--- src/rtl/l2_line_burst_adapter_if.sv ---
// Signal bundle between the L2 line port / physical-memory burst port and the adapter.
// master: the environment (L2 cache plus physical memory); slave: the adapter itself.
interface l2_line_burst_adapter_if #(
    parameter int LINE_W = 256,
    parameter int BEAT_W = 64
);
    // L2 side
    logic [31:0]       line_addr;
    logic              line_read;
    logic              line_write;
    logic [LINE_W-1:0] line_wdata;
    logic [LINE_W-1:0] line_rdata;
    logic              line_resp;

    // physical memory side
    logic [31:0]       burst_addr;
    logic              burst_read;
    logic              burst_write;
    logic [BEAT_W-1:0] burst_wdata;
    logic [BEAT_W-1:0] burst_rdata;
    logic              burst_resp;

    modport master (
        output line_addr, line_read, line_write, line_wdata,
        output burst_rdata, burst_resp,
        input  line_rdata, line_resp,
        input  burst_addr, burst_read, burst_write, burst_wdata
    );

    modport slave (
        input  line_addr, line_read, line_write, line_wdata,
        input  burst_rdata, burst_resp,
        output line_rdata, line_resp,
        output burst_addr, burst_read, burst_write, burst_wdata
    );
endinterface

--- src/rtl/l2_line_burst_adapter.sv ---
// Line <-> burst adapter: serialises an L2 writeback line into BEATS memory beats
// and assembles BEATS refill beats into one line. Beat 0 is the least significant
// slice of the line. All outputs are decoded from registered state only.
module l2_line_burst_adapter #(
    parameter int LINE_W   = 256,
    parameter int BEAT_W   = 64,
    parameter int BEATS    = LINE_W / BEAT_W,
    parameter int OFFSET_W = 5
) (
    input  logic                   clk,
    input  logic                   reset,
    l2_line_burst_adapter_if.slave bus
);
    localparam int CNT_W = $clog2(BEATS);

    localparam logic [1:0] IDLE = 2'd0;
    localparam logic [1:0] RD   = 2'd1;
    localparam logic [1:0] WR   = 2'd2;
    localparam logic [1:0] DONE = 2'd3;

    // clears the in-line offset bits of the incoming address
    localparam logic [31:0] ADDR_MASK = ~((32'd1 << OFFSET_W) - 32'd1);

    logic [1:0]                   state;
    logic [CNT_W-1:0]             cnt;
    logic [BEATS-1:0][BEAT_W-1:0] line_buf;
    logic [31:0]                  addr;
    logic                         last_beat;
    logic                         in_burst;

    assign last_beat = (cnt == CNT_W'(BEATS - 1));
    assign in_burst  = (state == RD) || (state == WR);

    // Transaction sequencing: accept a request in IDLE, count beats on burst_resp, pulse DONE once.
    always_ff @(posedge clk) begin
        if (!reset) begin
            state    <= IDLE;
            cnt      <= '0;
            line_buf <= '0;
            addr     <= '0;
        end else begin
            case (state)
                IDLE: begin
                    // a writeback takes priority; a simultaneous refill request is dropped
                    if (bus.line_write) begin
                        line_buf <= bus.line_wdata;
                        addr     <= bus.line_addr & ADDR_MASK;
                        cnt      <= '0;
                        state    <= WR;
                    end else if (bus.line_read) begin
                        addr  <= bus.line_addr & ADDR_MASK;
                        cnt   <= '0;
                        state <= RD;
                    end
                end
                RD: begin
                    if (bus.burst_resp) begin
                        line_buf[cnt] <= bus.burst_rdata;
                        cnt           <= cnt + CNT_W'(1);
                        if (last_beat) begin
                            state <= DONE;
                        end
                    end
                end
                WR: begin
                    if (bus.burst_resp) begin
                        cnt <= cnt + CNT_W'(1);
                        if (last_beat) begin
                            state <= DONE;
                        end
                    end
                end
                DONE: begin
                    state <= IDLE;
                end
                default: begin
                    state <= IDLE;
                end
            endcase
        end
    end

    // Output decode: requests and beat data are only driven while a burst is active.
    assign bus.burst_read  = (state == RD);
    assign bus.burst_write = (state == WR);
    assign bus.burst_addr  = in_burst ? addr : 32'd0;
    assign bus.burst_wdata = (state == WR) ? line_buf[cnt] : '0;
    assign bus.line_resp   = (state == DONE);
    assign bus.line_rdata  = line_buf;

endmodule

--- src/flat_wrapper.sv ---
// flat-port wrapper written by rule: the top's interface ports become plain ports
module l2_line_burst_adapter_flat 
#(
    parameter int LINE_W   = 256,
    parameter int BEAT_W   = 64,
    parameter int BEATS    = LINE_W / BEAT_W,
    parameter int OFFSET_W = 5
)
  (clk, reset, bus_line_addr, bus_line_read, bus_line_write, bus_line_wdata, bus_burst_rdata, bus_burst_resp, bus_line_rdata, bus_line_resp, bus_burst_addr, bus_burst_read, bus_burst_write, bus_burst_wdata);
  l2_line_burst_adapter_if #(.LINE_W(LINE_W), .BEAT_W(BEAT_W)) bus_i ();
  input  logic clk;
  input  logic reset;
  input wire logic [$bits(bus_i.line_addr)-1:0] bus_line_addr;
  input wire logic [$bits(bus_i.line_read)-1:0] bus_line_read;
  input wire logic [$bits(bus_i.line_write)-1:0] bus_line_write;
  input wire logic [$bits(bus_i.line_wdata)-1:0] bus_line_wdata;
  input wire logic [$bits(bus_i.burst_rdata)-1:0] bus_burst_rdata;
  input wire logic [$bits(bus_i.burst_resp)-1:0] bus_burst_resp;
  output wire logic [$bits(bus_i.line_rdata)-1:0] bus_line_rdata;
  output wire logic [$bits(bus_i.line_resp)-1:0] bus_line_resp;
  output wire logic [$bits(bus_i.burst_addr)-1:0] bus_burst_addr;
  output wire logic [$bits(bus_i.burst_read)-1:0] bus_burst_read;
  output wire logic [$bits(bus_i.burst_write)-1:0] bus_burst_write;
  output wire logic [$bits(bus_i.burst_wdata)-1:0] bus_burst_wdata;
  assign bus_i.line_addr = bus_line_addr;
  assign bus_i.line_read = bus_line_read;
  assign bus_i.line_write = bus_line_write;
  assign bus_i.line_wdata = bus_line_wdata;
  assign bus_i.burst_rdata = bus_burst_rdata;
  assign bus_i.burst_resp = bus_burst_resp;
  assign bus_line_rdata = bus_i.line_rdata;
  assign bus_line_resp = bus_i.line_resp;
  assign bus_burst_addr = bus_i.burst_addr;
  assign bus_burst_read = bus_i.burst_read;
  assign bus_burst_write = bus_i.burst_write;
  assign bus_burst_wdata = bus_i.burst_wdata;
  l2_line_burst_adapter #(.LINE_W(LINE_W), .BEAT_W(BEAT_W), .BEATS(BEATS), .OFFSET_W(OFFSET_W)) u_core (.clk(clk), .reset(reset), .bus(bus_i));
endmodule
--- config.mk ---
export PLATFORM = sky130hd
export DESIGN_NAME = l2_line_burst_adapter_flat
export DESIGN_NICKNAME = d
export VERILOG_FILES = /design/src/rtl/l2_line_burst_adapter_if.sv /design/src/rtl/l2_line_burst_adapter.sv /design/src/flat_wrapper.sv
export SDC_FILE = /design/constraint.sdc
export NUM_CORES = 1
export LEC_CHECK = 0
export ABC_AREA = 1
export BUFFER_PORTS_ARGS = -buffer_cell sky130_fd_sc_hd__clkbuf_2
export CORE_AREA = 2 2 277 279
export DETAILED_ROUTE_END_ITERATION = 10
export DIE_AREA = 0 0 279 281
export GPL_TIMING_DRIVEN = 0
export PLACE_DENSITY = 0.44
export SYNTH_ARGS = -nofsm -noshare
export SYNTH_HDL_FRONTEND = slang
export SYNTH_SLANG_ARGS = --single-unit
export TNS_END_PERCENT = 50
--- constraint.sdc ---
create_clock -name clk -period 2.8 [get_ports clk]
set_input_delay 0 -clock clk [delete_from_list [all_inputs] [get_ports clk]]
set_output_delay 0 -clock clk [all_outputs]
set_load 0.1 [all_outputs]
# == Word level (Yosys, flattened, before mapping) ==
# Index checks and enable logic that the tools add are counted.
# classes
magnitude_cmp,2
div_mod_pow,0
bitwise,0
mul,0
n_eq_ne,9
n_shift,0
addsub,1
n_reduce_logical,11
muxes,21
# op_table
op,count
256-bit two-way mux,2
256-bit one-hot mux with 2 select lines,1
256-bit bitwise mux,1
64-bit two-way mux,3
64-bit binary-select mux with 2-bit select,1
64-bit demux with 2-bit select,1
32-bit two-way mux,3
2-bit two-way mux,7
3-bit AND reduction,3
2-bit == test (second input constant),3
2-bit one-hot mux with 3 select lines,1
2-bit nonzero test,3
2-bit by 1-bit inequality test with 1-bit output (second input constant),2
2-bit inequality test (second input constant),2
2-bit one-hot mux with 2 select lines,1
2-bit by 3-bit < comparator with 1-bit output (second input constant),1
3-bit inequality test (second input constant),1
2-bit by 1-bit adder with 2-bit output (second input constant),1
2-bit by 1-bit == test with 1-bit output (second input constant),1
2-bit by 1-bit >= comparator with 1-bit output (second input constant),1
2-bit zero test,1
2-bit AND reduction,1
2-bit OR reduction,1
1-bit logical AND,1
1-bit logical OR,1
# word_totals
latch_bits,0
rom_bits,0
wordCells,51
input_bits,357
mem_count,0
ramBits,0
output_inout_bits,355
regBits,292

# == Depth between registers and ports, before layout ==
# Gate-level depths: netlist (run 1).
# depth
word_depth,7
ltp_mapped,12
ltp_nobuf,9

# == Least setup slack after synthesis (run 1) ==
# Ideal clock, no wire load.
# synth_timing
path_type,flip-flop to output port
start,reg u_core.state[0]
end,out bus_burst_wdata[10]
arrival_time_ns,3.145
slack_ns,-0.345
n_path_buf,1
path_stages_with_launch,6
path_cell_list,dfxtp_1 > inv_1 > ha_1 > inv_2 > clkbuf_1 > a21oi_1
# synth_between
elab_chain_cells,2
# synth_rtl
element,line_no,source
from (decl),l2_line_burst_adapter.sv:24,logic [1:0] state;
from (signal assigned),l2_line_burst_adapter.sv:37,state <= IDLE;
from (signal assigned),l2_line_burst_adapter.sv:49,state <= WR;
from (signal assigned),l2_line_burst_adapter.sv:53,state <= RD;
2-bit == test,-,
via bus_burst_write,flat_wrapper.sv:23,output wire logic [$bits(bus_i.burst_write)-1:0] bus_burst_write;
64-bit two-way mux,l2_line_burst_adapter.sv:87,assign bus.burst_wdata = (state == WR) ? line_buf[cnt] : '0;
to (decl),flat_wrapper.sv:24,output wire logic [$bits(bus_i.burst_wdata)-1:0] bus_burst_wdata;
# The timed path passes the listed nets, and every way through them passes these cells.

# == Worst setup path after layout (run 1) ==
# layout_timing
start,reg u_core.state[1]
end,"reg u_core.line_buf, in the netlist u_core.bus.line_rdata[223]"
# layout_between
elab_chain_cells,3
elab_cells_between_ends,7
classes_between,3 x eq/ne; 1 x mux; 3 x reduce/logical
# layout_rtl
element,line_no,source
2-bit by 1-bit == test with 1-bit output or 2-bit zero test (tied branches),l2_line_burst_adapter.sv:42,case (state)
2-bit inequality test (no line) or 2-bit nonzero test (tied branches),-,
3-bit AND reduction (no line),-,
to (signal assigned),l2_line_burst_adapter.sv:46,line_buf <= bus.line_wdata;
"to (signal, indexed assignment)",l2_line_burst_adapter.sv:58,line_buf[cnt] <= bus.burst_rdata;
to (decl),l2_line_burst_adapter.sv:26,logic [BEATS-1:0][BEAT_W-1:0] line_buf;
# Parallel ways exist; a longest one is shown, timed or not.
# A chain may end at the register's enable or synchronous reset.

==> results of run 1 <==
==> metal layers <==
metal  track usage  vias up  part of all wire
li1              -    12300                 -
met1         0.346    11400              0.42
met2         0.485      989              0.48
met3        0.0432      211             0.060
met4         0.105        2             0.037
met5             0        -           0.00013
==> state kept, by name (all words and copies together) (netlist names) <==
register,count
u_core.state,2
u_core.bus.line_rdata,256
u_core.cnt,2
u_core.addr,27
==> worst max-delay path, cell delays in order (launching register included) <==
cell and delay (ps):
dfxtp_1 370, inv_1 110, ha_1 210, buf_2 190
nand2_1 140, nand3_4 160, nor2_4 590, buf_6 240
nor2_1 50, nor2_1 90, dlygate4sd3_1 560
==> repair_timing <==
action / in CTS / in global routing
endpoints found under the setup margin: 263 / 77
pin swaps: 1 / 0
hold buffers: 384 / 0
gates resized for setup: 78 / 57
setup buffers: 3 / 0
endpoints found under the hold margin: 286 / 0
==> metrics by stage <==
| stage | hold WS (ps) | setup TNS [ps] | instance area [um2] |
|---|---|---|---|
| 5_1_grt | 86.1 | -104 | 28500 |
| 3_3_place_gp | 259 | -173360 | 23100 |
| 3_5_place_dp | 264 | -172790 | 23100 |
| 6_report | 56.2 | 0 | 28500 |
| 4_1_cts | 15.1 | 0 | 28400 |
| 2_1_floorplan | 166 | -21240 | 18400 |
==> final cells by class <==
type | count | area (um2) | share of cell area
Multi-Input combinational cell | 2403 | 10100 | 0.354
Tap cell | 978 | 1220 | 0.0429
Clock buffer | 64 | 1240 | 0.0436
Antenna cell | 5 | 12.5 | 0.000439
Sequential cell | 287 | 5750 | 0.201
Buffer | 253 | 1520 | 0.0534
Clock inverter | 11 | 63.8 | 0.00224
Timing Repair Buffer | 1087 | 7490 | 0.263
Inverter | 300 | 1130 | 0.0397
==> how the worst max path moves through the flow <==
| stage | from | endpoint | slack (ps) | cells past startpoint |
|---|---|---|---|---|
| detailed placement | u_core.cnt[0]$_SDFFE_PN0P_ | u_core.bus.line_rdata[62]$_SDFFE_PN0P_ | -1500 | 12 |
| global route | u_core.state[1]$_SDFFE_PN0P_ | u_core.bus.line_rdata[223]$_SDFFE_PN0P_ | -100 | 11 |
| finish | u_core.state[1]$_SDFFE_PN0P_ | u_core.bus.line_rdata[223]$_SDFFE_PN0P_ | 3 | 10 |
| floorplan | u_core.state[0]$_SDFFE_PN0P_ | bus_burst_wdata[10] | -340 | 5 |
| global placement | u_core.cnt[0]$_SDFFE_PN0P_ | u_core.bus.line_rdata[62]$_SDFFE_PN0P_ | -1510 | 12 |
| CTS | u_core.cnt[0]$_SDFFE_PN0P_ | bus_burst_wdata[41] | 0.6 | 6 |
==> kinds of logic (layout without fill, tap and decap cells) <==
group	count (synthesis)	in the layout
compound gates	223	223
fa+ha+maj	9	9
buf+inv	553	1715
flops	287	287
other cells	1	10
simple gates	2166	2166
==> cell usage in the layout, fill, tap and decap left out, types with 2 or more instances in the layout <==
cell type and instances:
inv_2 5, nor2_1 831, nor2_2 5, buf_1 23, buf_6 27, clkinv_2 8
inv_1 291, dlygate4sd3_1 384, a21oi_1 64, clkbuf_16 43, clkbuf_1 63, clkbuf_2 680
conb_1 5, diode_2 5, buf_4 63, buf_2 61, clkbuf_8 11, nand3_1 513
nand2_1 811, dfxtp_1 287, inv_4 3, nor2_4 4, o21ai_0 157, clkbuf_4 48
clkinvlp_4 2, ha_1 9
==> Yosys cell counts <==
| master | n |
|---|---|
| ha_1 | 9 |
| nor2_4 | 4 |
| buf_1 | 46 |
| o21ai_0 | 157 |
| inv_4 | 1 |
| nand3b_1 | 1 |
| conb_1 | 1 |
| dfxtp_1 | 287 |
| o21ai_2 | 1 |
| a21oi_1 | 65 |
| clkinv_1 | 1 |
| clkbuf_1 | 75 |
| inv_2 | 7 |
| nand3_4 | 1 |
| nand2_1 | 811 |
| buf_2 | 52 |
| buf_6 | 24 |
| nand3_1 | 513 |
| nor2_2 | 5 |
| nor2_1 | 831 |
| inv_1 | 291 |
| buf_4 | 56 |
==> impl_metrics.py, run 1 <==
metrics = {
    "outcome": {
        "status": "complete, no violations",
    },
    "cts": {
        "insertion_delay_ps": 570,
        "clk_path_buf_depth": 3,
        "numCtsBuffers": 42,
        "root_buffer": "clkbuf_16",
        "clkTransAtPathRegs_ps": 60,
        "cts.sinks": 287,
        "tritoncts": "yes",
        "htreeDepth": 2,
    },
    "global_routing": {
        "grt_max_degree": 12,
        "grt_pass1_vias": 23800,
        "grt_first_pass_wirelength_mm": 161,
        "grtUsageTotal": 0.279,
        "grt_antenna_before_repair": 12,
        "gr-total-overflow": 0,
    },
    "worst_hold_path": {
        "hold-path-endpoint": "u_core.addr[27]$_SDFFE_PN0P_",
        "hp-start": "reset",
        "whs_path_depth": 4,
        "hold_path_class": "in2reg",
    },
    "layout": {
        "fillerInstances": 8620,
        "syn_to_final_growth_pct": 55.5,
        "nets": 4740,
        "final_util": 0.378,
        "instances_no_fill": 5388,
        "drive_gt1_frac": 0.219,
    },
    "synth": {
        "synth_xor_xnor_area_share": 0,
        "yosys.area_share.simple": 0.481,
        "yosysUniqueCellTypes": 22,
        "synth-seq-area-share": 0.313,
        "synth_warnings": 0,
        "synth_top_cell_area_share": 0.313,
        "synth_mux_area_frac": 0,
        "synthTopCellsByArea": "dfxtp_1, nor2_1, nand2_1",
        "yosys.area.top_type": "dfxtp_1",
        "synth_cells": 3239,
        "synth_compound_area_frac": 0.0610,
        "synth_top_family_by_area": "simple AND/OR/NAND/NOR gates",
        "syn_area_um2": 18300,
        "avgSynthCellArea_um2": 5.66,
        "synth_adder_area_share": 0.00614,
        "synth_seq_cells": 287,
    },
    "detailed_routing": {
        "avgViaCountPerCell": 4.62,
        "drt-pass1-iter-count": 6,
        "vias": 24900,
        "wl_per_cell_um": 21.1,
        "drc": 0,
        "wl_mm": 114,
        "ant_nets": 0,
        "first_iter_violations": 1661,
    },
    "placed_design": {
        "gp_congestion": 0.916,
        "io_buffers": 700,
        "dp.cells": 4921,
        "pre_cts_ws_ps": -1500,
        "hpwl_mm": 86.2,
    },
    "floorplanning": {
        "die_w_um": 279,
        "io_pins": 712,
        "core_area_um2": 75400,
        "die_area_um2": 78400,
        "fp.dieH_um": 281,
        "rows": 101,
        "initial_core_util": 0.243,
    },
    "critical_path": {
        "worstPathMaxFanout": 10,
        "critPathRequiredTime_ps": 3300,
        "critPathLaunchType": "flop",
        "worstPathArrival_ps": 3300,
        "r2r-start": "u_core.state[1]$_SDFFE_PN0P_",
        "reg2reg_setup_slack_ps": 3,
        "worstSetupPathType": "reg2reg",
        "worst-r2r-cell-count": 10,
        "endpoint_kind": "flop",
        "r2r-end": "u_core.bus.line_rdata[223]$_SDFFE_PN0P_",
    },
    "timing": {
        "fin_crit_sh": 0.999,
        "rsz0062_at_grt": "true",
        "max_freq_ghz": 0.357,
        "maxSlewHeadroom": 0.222,
        "drv_slew": 0,
        "hold_viol": 0,
        "fin_worst_skew_ps": 16.1,
        "worst_pin_slew_ps": 1170,
        "setup_viol": 0,
        "fin_ws_ps": 2.73,
        "fin_crit_ps": 2800,
    },
    "run": {
        "maxCapViolCount": 0,
    },
}
Power of run 1 is left out: the tool's default activity adds up to more than one toggle a clock period on the data nets, which glitch-free logic cannot reach.
==> run 2, diff against run 1 <==
--- a/config.mk
+++ b/config.mk
@@ -11,7 +11,8 @@
 export DETAILED_ROUTE_END_ITERATION = 10
 export DIE_AREA = 0 0 279 281
 export GPL_TIMING_DRIVEN = 0
-export PLACE_DENSITY = 0.44
+export PLACE_DENSITY = 0.52
+export RECOVER_POWER = 25
 export SYNTH_ARGS = -nofsm -noshare
 export SYNTH_HDL_FRONTEND = slang
 export SYNTH_SLANG_ARGS = --single-unit
==> run 2 against run 1 <==
  * Non-clock buffer count is 20 lower
  * Worst setup slack better by 84 ps
  * Design area is 1.4% lower
  * Hold slack worse by 23 ps
  * Utilization is 0.54 points lower
  * First-iteration DRC count is 22% higher
  * Flip-flop and latch count stayed put
  * Critical path depth is 3 lower
  * Die area stayed put
  * Register-to-register slack better by 130 ps
  * Fmax is 3.1% higher
  * Critical path type is now reg2out
==> impl_metrics.py, run 2 (synthesis gave the netlist of run 1 again) <==
metrics = {
    "outcome": {
        "status": "complete, no violations",
    },
    "global_routing": {
        "grt_antenna_before_repair": 6,
        "grt_pass1_vias": 23800,
        "gr-total-overflow": 0,
        "grtUsageTotal": 0.274,
        "grt_max_degree": 12,
        "grt_first_pass_wirelength_mm": 158,
    },
    "detailed_routing": {
        "wl_mm": 111,
        "ant_nets": 0,
        "wl_per_cell_um": 20.8,
        "vias": 25300,
        "drc": 0,
        "drt-pass1-iter-count": 9,
        "avgViaCountPerCell": 4.72,
        "first_iter_violations": 2033,
    },
    "floorplanning": {
        "die_w_um": 279,
        "rows": 101,
        "io_pins": 712,
        "die_area_um2": 78400,
        "initial_core_util": 0.243,
        "fp.dieH_um": 281,
        "core_area_um2": 75400,
    },
    "layout": {
        "largest_reg_flops": 256,
        "multi_input_area_um2": 10100,
        "drive_gt1_frac": 0.184,
        "fillerInstances": 8343,
        "regArea_um2": 5750,
        "nets": 4718,
        "mostFrequentLayoutCells": "nor2_1, nand2_1, clkbuf_2",
        "syn_to_final_growth_pct": 53.2,
        "mostFrequentLayoutCell": "nor2_1",
        "final_area_um2": 28100,
    },
    "critical_path": {
        "cpMaxStageDelayCell": "dfxtp_1",
        "crit_top_cell": "nor2_1",
        "endpoint_kind": "output port",
        "critPathRequiredTime_ps": 2800,
        "critical_path_buf_inv_count": 3,
        "critPathLaunchType": "flop",
        "worstPathArrival_ps": 2710,
        "worstSetupPathType": "reg2out",
        "worstPathCellList": "buf_4 > buf_2 > nor2_1 > nor2_1 > o21ai_0 > a21oi_1 > clkbuf_4",
        "worstPathMaxFanout": 11,
        "critPathTopFamily": "buffers and inverters",
        "slowest_delay_ps": 470,
    },
    "run": {
        "maxCapViolCount": 0,
    },
    "cts": {
        "clkTransAtPathRegs_ps": 60,
        "root_buffer": "clkbuf_16",
        "htreeDepth": 2,
        "clk_path_buf_depth": 3,
        "insertion_delay_ps": 560,
        "cts.sinks": 287,
        "numCtsBuffers": 40,
        "tritoncts": "yes",
    },
    "placed_design": {
        "placed_area_um2": 23100,
        "hpwl_mm": 84.1,
        "gp_congestion": 0.928,
        "pre_cts_ws_ps": -1520,
        "io_buffers": 700,
    },
    "timing": {
        "hold_viol": 0,
        "worst_pin_slew_ps": 1320,
        "fin_crit_sh": 0.969,
        "rsz0062_at_grt": "true",
        "setup_viol": 0,
        "drv_slew": 0,
        "max_freq_ghz": 0.368,
        "maxSlewHeadroom": 0.119,
        "fin_ws_ps": 86.3,
        "fin_crit_ps": 2710,
        "fin_worst_skew_ps": 13.1,
    },
    "worst_hold_path": {
        "hold_path_class": "in2reg",
    },
}
==> run 2: cell types whose count changed in the layout (fill, tap and decap cells not counted), moves of 3 or more <==
cell	before	now
clkbuf_2	680	524
clkbuf_1	63	213
dlygate4sd3_1	384	364
buf_2	61	64
==> run 2: layer usage <==
| layer | GRT usage | up-vias | share of wire |
|---|---|---|---|
| li1 | - | 12200 | - |
| met1 | 0.336 | 11700 | 0.41 |
| met2 | 0.478 | 1117 | 0.48 |
| met3 | 0.0466 | 261 | 0.071 |
| met4 | 0.102 | 6 | 0.039 |
| met5 | 0 | - | 0.00035 |
==> run 2: path summary, 6_finish.rpt <==
kind / start / to / slack [ps] / depth (start not counted)
min reg2reg: u_core.addr[16]$_SDFFE_PN0P_ / u_core.addr[16]$_SDFFE_PN0P_ / 480 / 2
min: bus_line_read / u_core.state[0]$_SDFFE_PN0P_ / 30 / 6
max: u_core.cnt[0]$_SDFFE_PN0P_ / bus_burst_wdata[15] / 90 / 7
max reg2reg: u_core.state[1]$_SDFFE_PN0P_ / u_core.bus.line_rdata[236]$_SDFFE_PN0P_ / 130 / 11
==> run 2: timing repair <==
item                       4_1_cts  5_1_grt
pin swaps                        1        1
gates resized for setup         84       34
setup buffers                    0        4
hold endpoints to repair       287        0
setup endpoints to repair      263       65
hold buffers                   364        0
==> run 2: per-stage QoR <==
| stage | hold WS [ps] | util | setup TNS (ps) | std cells |
|---|---|---|---|---|
| 5_1_grt | 39.8 | 0.373 | -1.52 | 5358 |
| 2_1_floorplan | 166 | - | -21240 | 3243 |
| 4_1_cts | 1.24 | 0.374 | -30.0 | 5355 |
| 3_3_place_gp | 253 | 0.306 | -197460 | 4921 |
| 3_5_place_dp | 260 | 0.306 | -199800 | 4921 |
| 6_report | 33.0 | 0.373 | 0 | 5361 |
==> run 2: final cells by class <==
cell class | count | area share
clock buffers | 61 | 0.0434
plain buffers | 252 | 0.0540
clock inverters | 9 | 0.00347
flip-flops and latches | 287 | 0.204
well taps | 978 | 0.0435
diodes | 3 | 0.000267
repair buffers | 1068 | 0.252
multi-input cells | 2403 | 0.359
inverters | 300 | 0.0402
==> run 2: tightest hold or removal path, stage by stage <==
cell and delay [ps]:
clkbuf_2 130, nor2_1 50, nand2_1 70, nand3_1 130
nor2_1 120, nor2_1 50
Power of run 2 is left out for the same reason.
